<file path="src/rtl/vram_brush_painter.sv">
// VRAM write-side controller: background fill on reset/request, then round-robin
// touch arbitration painting a clipped square brush per accepted touch.
//
// state    | meaning
// ---------+-------------------------------------------------------------
// ST_CLEAR | one background write per cycle, addresses ascending from 0
// ST_IDLE  | no writes; scan touch channels from rr pointer, latch first in-range
// ST_PAINT | (2R+1)^2 cycles, one brush pixel per cycle, off-screen pixels masked
module vram_brush_painter #(
    parameter int DISPLAY_WIDTH  = 240,
    parameter int DISPLAY_HEIGHT = 320,
    parameter int COLOR_W        = 16,
    parameter int N_TOUCH        = 2,
    parameter int BRUSH_R        = 1,
    parameter logic [COLOR_W-1:0] CLEAR_COLOR = COLOR_W'(16'h000F),
    localparam int X_W    = $clog2(DISPLAY_WIDTH),
    localparam int Y_W    = $clog2(DISPLAY_HEIGHT),
    localparam int ADDR_W = $clog2(DISPLAY_WIDTH * DISPLAY_HEIGHT)
) (
    input  logic                       clk,
    input  logic                       rstb,
    input  logic                       clear_req,
    input  logic [N_TOUCH-1:0]         touch_valid,
    input  logic [N_TOUCH*X_W-1:0]     touch_x,
    input  logic [N_TOUCH*Y_W-1:0]     touch_y,
    input  logic [N_TOUCH*COLOR_W-1:0] pen_color,
    output logic                       vram_wr_ena,
    output logic [ADDR_W-1:0]          vram_wr_addr,
    output logic [COLOR_W-1:0]         vram_wr_data,
    output logic                       busy
);

    localparam int S_W  = ((X_W > Y_W) ? X_W : Y_W) + 2;
    localparam int B    = 2 * BRUSH_R + 1;
    localparam int PC_W = (B * B > 1) ? $clog2(B * B) : 1;
    localparam int RR_W = (N_TOUCH > 1) ? $clog2(N_TOUCH) : 1;

    localparam logic signed [S_W-1:0] R_S   = S_W'(BRUSH_R);
    localparam logic signed [S_W-1:0] ONE_S = S_W'(1);
    localparam logic signed [S_W-1:0] W_S   = S_W'(DISPLAY_WIDTH);
    localparam logic signed [S_W-1:0] H_S   = S_W'(DISPLAY_HEIGHT);
    localparam logic [X_W:0]          W_X   = (X_W + 1)'(DISPLAY_WIDTH);
    localparam logic [Y_W:0]          H_Y   = (Y_W + 1)'(DISPLAY_HEIGHT);
    localparam logic [ADDR_W-1:0]     W_A   = ADDR_W'(DISPLAY_WIDTH);
    localparam logic [ADDR_W-1:0]     LAST_A  = ADDR_W'(DISPLAY_WIDTH * DISPLAY_HEIGHT - 1);
    localparam logic [PC_W-1:0]       PC_LOAD = PC_W'(B * B - 1);
    localparam logic [RR_W-1:0]       RR_LAST = RR_W'(N_TOUCH - 1);

    typedef enum logic [1:0] {ST_CLEAR, ST_IDLE, ST_PAINT} state_t;

    state_t                 state, state_nxt;
    logic [ADDR_W-1:0]      clr_cnt, clr_cnt_nxt;
    logic [RR_W-1:0]        rr, rr_nxt;
    logic [X_W-1:0]         cx, cx_nxt;
    logic [Y_W-1:0]         cy, cy_nxt;
    logic [COLOR_W-1:0]     color, color_nxt;
    logic signed [S_W-1:0]  dx, dx_nxt;
    logic signed [S_W-1:0]  dy, dy_nxt;
    logic [PC_W-1:0]        pc, pc_nxt;
    logic                   ena_nxt;
    logic [ADDR_W-1:0]      addr_nxt;
    logic [COLOR_W-1:0]     data_nxt;
    logic                   busy_nxt;

    logic [N_TOUCH-1:0]     ok;
    logic                   hit;
    logic [RR_W-1:0]        pick;
    int                     cand;
    logic [X_W-1:0]         sel_x;
    logic [Y_W-1:0]         sel_y;
    logic [COLOR_W-1:0]     sel_c;

    logic signed [S_W-1:0]  pix_x;
    logic signed [S_W-1:0]  pix_y;
    logic                   pix_in;
    logic [ADDR_W-1:0]      pix_addr;

    // A channel is eligible only when its coordinate lies on the display.
    always_comb begin
        ok = '0;
        for (int i = 0; i < N_TOUCH; i++) begin
            ok[i] = touch_valid[i]
                    && ({1'b0, touch_x[i*X_W +: X_W]} < W_X)
                    && ({1'b0, touch_y[i*Y_W +: Y_W]} < H_Y);
        end
    end

    always_comb begin
        hit  = 1'b0;
        pick = '0;
        cand = 0;
        for (int k = 0; k < N_TOUCH; k++) begin
            cand = int'(rr) + k;
            if (cand >= N_TOUCH) cand = cand - N_TOUCH;
            if (!hit && ok[RR_W'(cand)]) begin
                hit  = 1'b1;
                pick = RR_W'(cand);
            end
        end
    end

    assign sel_x = touch_x[int'(pick)*X_W +: X_W];
    assign sel_y = touch_y[int'(pick)*Y_W +: Y_W];
    assign sel_c = pen_color[int'(pick)*COLOR_W +: COLOR_W];

    // Signed offsets keep negative coordinates distinct, so clipping never wraps rows.
    assign pix_x    = $signed(S_W'(cx)) + dx;
    assign pix_y    = $signed(S_W'(cy)) + dy;
    assign pix_in   = !pix_x[S_W-1] && (pix_x < W_S) && !pix_y[S_W-1] && (pix_y < H_S);
    assign pix_addr = ADDR_W'($unsigned(pix_y)) * W_A + ADDR_W'($unsigned(pix_x));

    always_comb begin
        state_nxt   = state;
        clr_cnt_nxt = clr_cnt;
        rr_nxt      = rr;
        cx_nxt      = cx;
        cy_nxt      = cy;
        color_nxt   = color;
        dx_nxt      = dx;
        dy_nxt      = dy;
        pc_nxt      = pc;
        ena_nxt     = 1'b0;
        addr_nxt    = vram_wr_addr;
        data_nxt    = vram_wr_data;

        case (state)
            ST_CLEAR: begin
                ena_nxt  = 1'b1;
                addr_nxt = clr_cnt;
                data_nxt = CLEAR_COLOR;
                if (clr_cnt == LAST_A) begin
                    state_nxt   = ST_IDLE;
                    clr_cnt_nxt = '0;
                end else begin
                    clr_cnt_nxt = clr_cnt + 1'b1;
                end
            end
            ST_IDLE: begin
                if (hit) begin
                    state_nxt = ST_PAINT;
                    cx_nxt    = sel_x;
                    cy_nxt    = sel_y;
                    color_nxt = sel_c;
                    dx_nxt    = -R_S;
                    dy_nxt    = -R_S;
                    pc_nxt    = PC_LOAD;
                    rr_nxt    = (pick == RR_LAST) ? '0 : pick + 1'b1;
                end
            end
            ST_PAINT: begin
                ena_nxt  = pix_in;
                addr_nxt = pix_addr;
                data_nxt = color;
                if (pc == '0) begin
                    state_nxt = ST_IDLE;
                end else begin
                    pc_nxt = pc - 1'b1;
                end
                if (dx == R_S) begin
                    dx_nxt = -R_S;
                    dy_nxt = dy + ONE_S;
                end else begin
                    dx_nxt = dx + ONE_S;
                end
            end
            default: state_nxt = ST_CLEAR;
        endcase

        // Clear wins over everything, including a touch latched this same cycle.
        if (clear_req) begin
            state_nxt   = ST_CLEAR;
            clr_cnt_nxt = '0;
            ena_nxt     = 1'b0;
            rr_nxt      = rr;
        end

        busy_nxt = (state_nxt != ST_IDLE);
    end

    always_ff @(posedge clk or negedge rstb) begin
        if (!rstb) begin
            state        <= ST_CLEAR;
            clr_cnt      <= '0;
            rr           <= '0;
            cx           <= '0;
            cy           <= '0;
            color        <= '0;
            dx           <= '0;
            dy           <= '0;
            pc           <= '0;
            vram_wr_ena  <= 1'b0;
            vram_wr_addr <= '0;
            vram_wr_data <= '0;
            busy         <= 1'b1;
        end else begin
            state        <= state_nxt;
            clr_cnt      <= clr_cnt_nxt;
            rr           <= rr_nxt;
            cx           <= cx_nxt;
            cy           <= cy_nxt;
            color        <= color_nxt;
            dx           <= dx_nxt;
            dy           <= dy_nxt;
            pc           <= pc_nxt;
            vram_wr_ena  <= ena_nxt;
            vram_wr_addr <= addr_nxt;
            vram_wr_data <= data_nxt;
            busy         <= busy_nxt;
        end
    end

endmodule

</file>
<file path="config.mk">
export PLATFORM = sky130hd
export DESIGN_NAME = vram_brush_painter
export DESIGN_NICKNAME = d
export VERILOG_FILES = /design/src/rtl/vram_brush_painter.sv
export SDC_FILE = /design/constraint.sdc
export NUM_CORES = 1
export LEC_CHECK = 0
export CORE_AREA = 2 2 141 143
export CTS_BUF_LIST = sky130_fd_sc_hd__clkbuf_8 sky130_fd_sc_hd__clkbuf_16
export DETAILED_ROUTE_END_ITERATION = 16
export DIE_AREA = 0 0 143 145
export GPL_ROUTABILITY_DRIVEN = 1
export PLACE_DENSITY = 0.67
export REMOVE_ABC_BUFFERS = 1
export SYNTH_ARGS = -nofsm -noshare
export SYNTH_HDL_FRONTEND = slang
export SYNTH_SLANG_ARGS = --single-unit
</file>
<file path="constraint.sdc">
create_clock -name clk -period 4.81 [get_ports clk]
set_input_delay 0.962 -clock clk [delete_from_list [all_inputs] [get_ports clk]]
set_output_delay 0.962 -clock clk [all_outputs]
set_load 0.005 [all_outputs]
</file>
==> metrics.cfg <==
[status]
status = complete, no violations

[power]
power.total_w = 0.003456
cellPowerDensity_nw_per_um2 = 351.6
p_leak_nw = 4.406
ir_drop_uv = 298.6

[finish]
final_cell_mix = dfrtp_1 (112), clkdlybuf4s50_1 (103), o21ai_0 (90), nand2_1 (82), inv_1 (58)
final_util = 0.5118
syn2layout_area_growth_pct = 29.59
drive_above_1_share = 0.1191
fin_nets = 1097
final_common_cell = dfrtp_1
nFillCells = 1834
antenna-diode-count = 0
design_area_sq_um = 9831

[worst_setup_path]
critPathLaunchType = register
crit_arrival_ns = 5.07
crit_path_end_kind = register
r2r_slack_ns = 0.07
worstPathMaxFanout = 4
crit_cells = 21
path_class = reg -> reg
cp_cell_sequence = ha_2, inv_2, fa_2, nor2b_2, o31a_1, or4b_1, nand3_2, inv_4, xnor2_4, ha_1, inv_1, fa_1, inv_2, ha_4, o21a_4, o21a_4, o221ai_4, buf_4, a211oi_2, xnor3_1, o21ai_1
cp_slowest_cell = or4b_1
worstReg2RegEnd = vram_wr_addr[16]
critical_path.reg2reg.startpoint = cy[0]
reg2reg_depth = 21
slowest_delay_ns = 0.55
worstPathRequired_ns = 5.14
critPathLaunch = cy[0]
crit_end = vram_wr_addr[16]
crit_family = adder cells
timing.critical_path.buf_inv = 5

[routing]
routed_wirelength_mm = 18.12
drc = 0
dr.pass1.iters = 5
antenna_left = 0
routedWlPerCell_um = 14.62
drtIter0Drc = 276
vias = 6498
viasPerCell = 5.245

[cts]
cts_buffers = 17
clock_latency_ns = 0.42
holdBufCountCts = 0
tritoncts = built
clockBufferDepth = 2
cts-root-buf = clkbuf_16
clk_pin_slew_ns = 0.05
cts_num_sinks = 114
cts_htree_levels = 4

[flow_run]
cap_violations = 0

[placement]
hpwl_mm = 12.99
port_buffers = 104
post_dp_cell_area_sq_um = 8995
gp_routability_congestion = 0.8413

[sta]
max_slew_margin = 0.3063
tightest_slew_ns = 1.037
setup_viol = 0
rsz0062_at_grt = true
maxSlewViolCount = 0
whs_ns = 0.4788
min_period_ns = 4.739
fin_crit_sh = 0.9853
max_freq_mhz = 211.0
fin_setup_tns_ns = 0
skew_ns = 0.006423
final_hold_viol_count = 0

[floorplanning]
core_sq_um = 19210
std_cell_rows = 51
dieWidth_um = 143
dieArea_sq_um = 20740
ios = 106
die_y_um = 145
start_util = 0.3950

[grt]
grt_usage = 0.1781
grt_pass1_vias = 6098
grt_max_degree = 84
grt_pass1_wl_mm = 29.70
antenna_found_initial = 0
overflow = 0

[synthesis]
ys_ff_latch = 114
avgSynthCellArea_sq_um = 9.042
synth_async_sr_flop_share = 1.000
synthDistinctLibCells = 77
yosys_warnings = 0
ys_seq_area_frac = 0.3762
netlist_area_sq_um = 7586
synth_edf_count = 0
syn-instance-count = 839
ys.flop_type = dfrtp_1

[worst_hold_path]
hold_path.class = reg -> reg

[Yosys cell counts, types with 5 or more instances]
cell        n  area share
and3_1      6      0.0049
nand3_1    23       0.015
o21ai_0    90       0.059
or3_1       5      0.0041
mux2i_1    13       0.017
a21o_1     11       0.011
a21oi_1    45       0.030
ha_1       49       0.081
xor2_1     22       0.025
nor2_1     56       0.028
xnor2_1    29       0.033
o31ai_1    10      0.0099
o21a_1      5      0.0049
inv_1      56       0.028
o21ai_1     9      0.0059
nand2_1    82       0.041
nand4_1    10      0.0082
clkbuf_1   30       0.015
dfrtp_1   113        0.37
a31oi_1     5      0.0041
a22o_1     12       0.014
fa_1       14       0.037
o22ai_1    36       0.030
nor3_1      7      0.0046
nor2b_1    15       0.012
[kinds of logic (layout without fill, tap and decap cells)]
group,after synthesis,after routing,synth area share
compound gates,266,266,0.2209
fa+ha+maj,64,64,0.1191
flops,114,114,0.3762
buf+inv,94,229,0.05129
xor+xnor,53,53,0.06399
mux,13,13,0.01715
simple gates,235,235,0.1514
[per-layer routing]
metal / GRT usage / wire (um) / up-vias
li1: - / - / 3254
met1: 0.2438 / 8601 / 3084
met2: 0.2775 / 8429 / 142
met3: 0.04554 / 861 / 18
met4: 0.05198 / 225 / 0
met5: 0 / 0 / -
[worst register-to-register path: stages (launching register included)]
cell	delay (ns)
dfrtp_1	0.39
ha_2	0.19
inv_2	0.06
fa_2	0.26
nor2b_2	0.06
o31a_1	0.29
or4b_1	0.55
nand3_2	0.13
inv_4	0.07
xnor2_4	0.14
ha_1	0.29
inv_1	0.05
fa_1	0.49
inv_2	0.04
ha_4	0.27
o21a_4	0.16
o21a_4	0.18
o221ai_4	0.13
buf_4	0.16
a211oi_2	0.26
xnor3_1	0.39
o21ai_1	0.13
[registers in the layout, indices dropped and copies added (netlist names)]
register	cells
color	16
state	2
rr	1
cy	9
dy	11
clr_cnt	17
vram_wr_data	16
busy	1
vram_wr_addr	17
cx	8
dx	11
pc	4
vram_wr_ena	1
[metrics by stage]
stage,setup slack (ns),instances
after global placement,0.02129,1200
after CTS,0.007705,1230
final,0.07078,1239
after global routing,-0.1558,1239
after floorplan,0.08940,804
after detailed placement,-0.03900,1200
[power by group]
part | switching [W] | internal, W | total (W)
logic | 0.000642 | 0.000645 | 0.00129
registers | 0.0000317 | 0.000990 | 0.00102
clock network | 0.000432 | 0.000715 | 0.00115
[worst min-delay path by stage]
stage                          from   endpoint  slack, ns  cells past startpoint
after global routing       color[7]   color[7]       0.50                      2
after detailed placement   color[1]   color[1]       0.47                      2
after floorplan            color[0]   color[0]       0.45                      2
after global placement    color[12]  color[12]       0.46                      2
final                      color[7]   color[7]       0.48                      2
after CTS                  color[1]   color[1]       0.48                      2
[layout make-up]
type                       count  area (sq um)  share of cell area
clock buffer                  19         452.9             0.04607
clock inverter                11         76.32            0.007764
inverter                      59         224.0             0.02278
multi-input combinational    631          4582              0.4661
sequential                   114          2855              0.2904
tap                          265         331.6             0.03373
timing repair buffer         140          1309              0.1331
[repair_timing]
item,CTS,global route
hold endpoints to repair,0,0
buffers inserted,0,9
cloned,0,0
setup endpoints to repair,1,5
gates resized for setup,1,44
pin swaps,1,23
(Power assumes the default switching activity.)
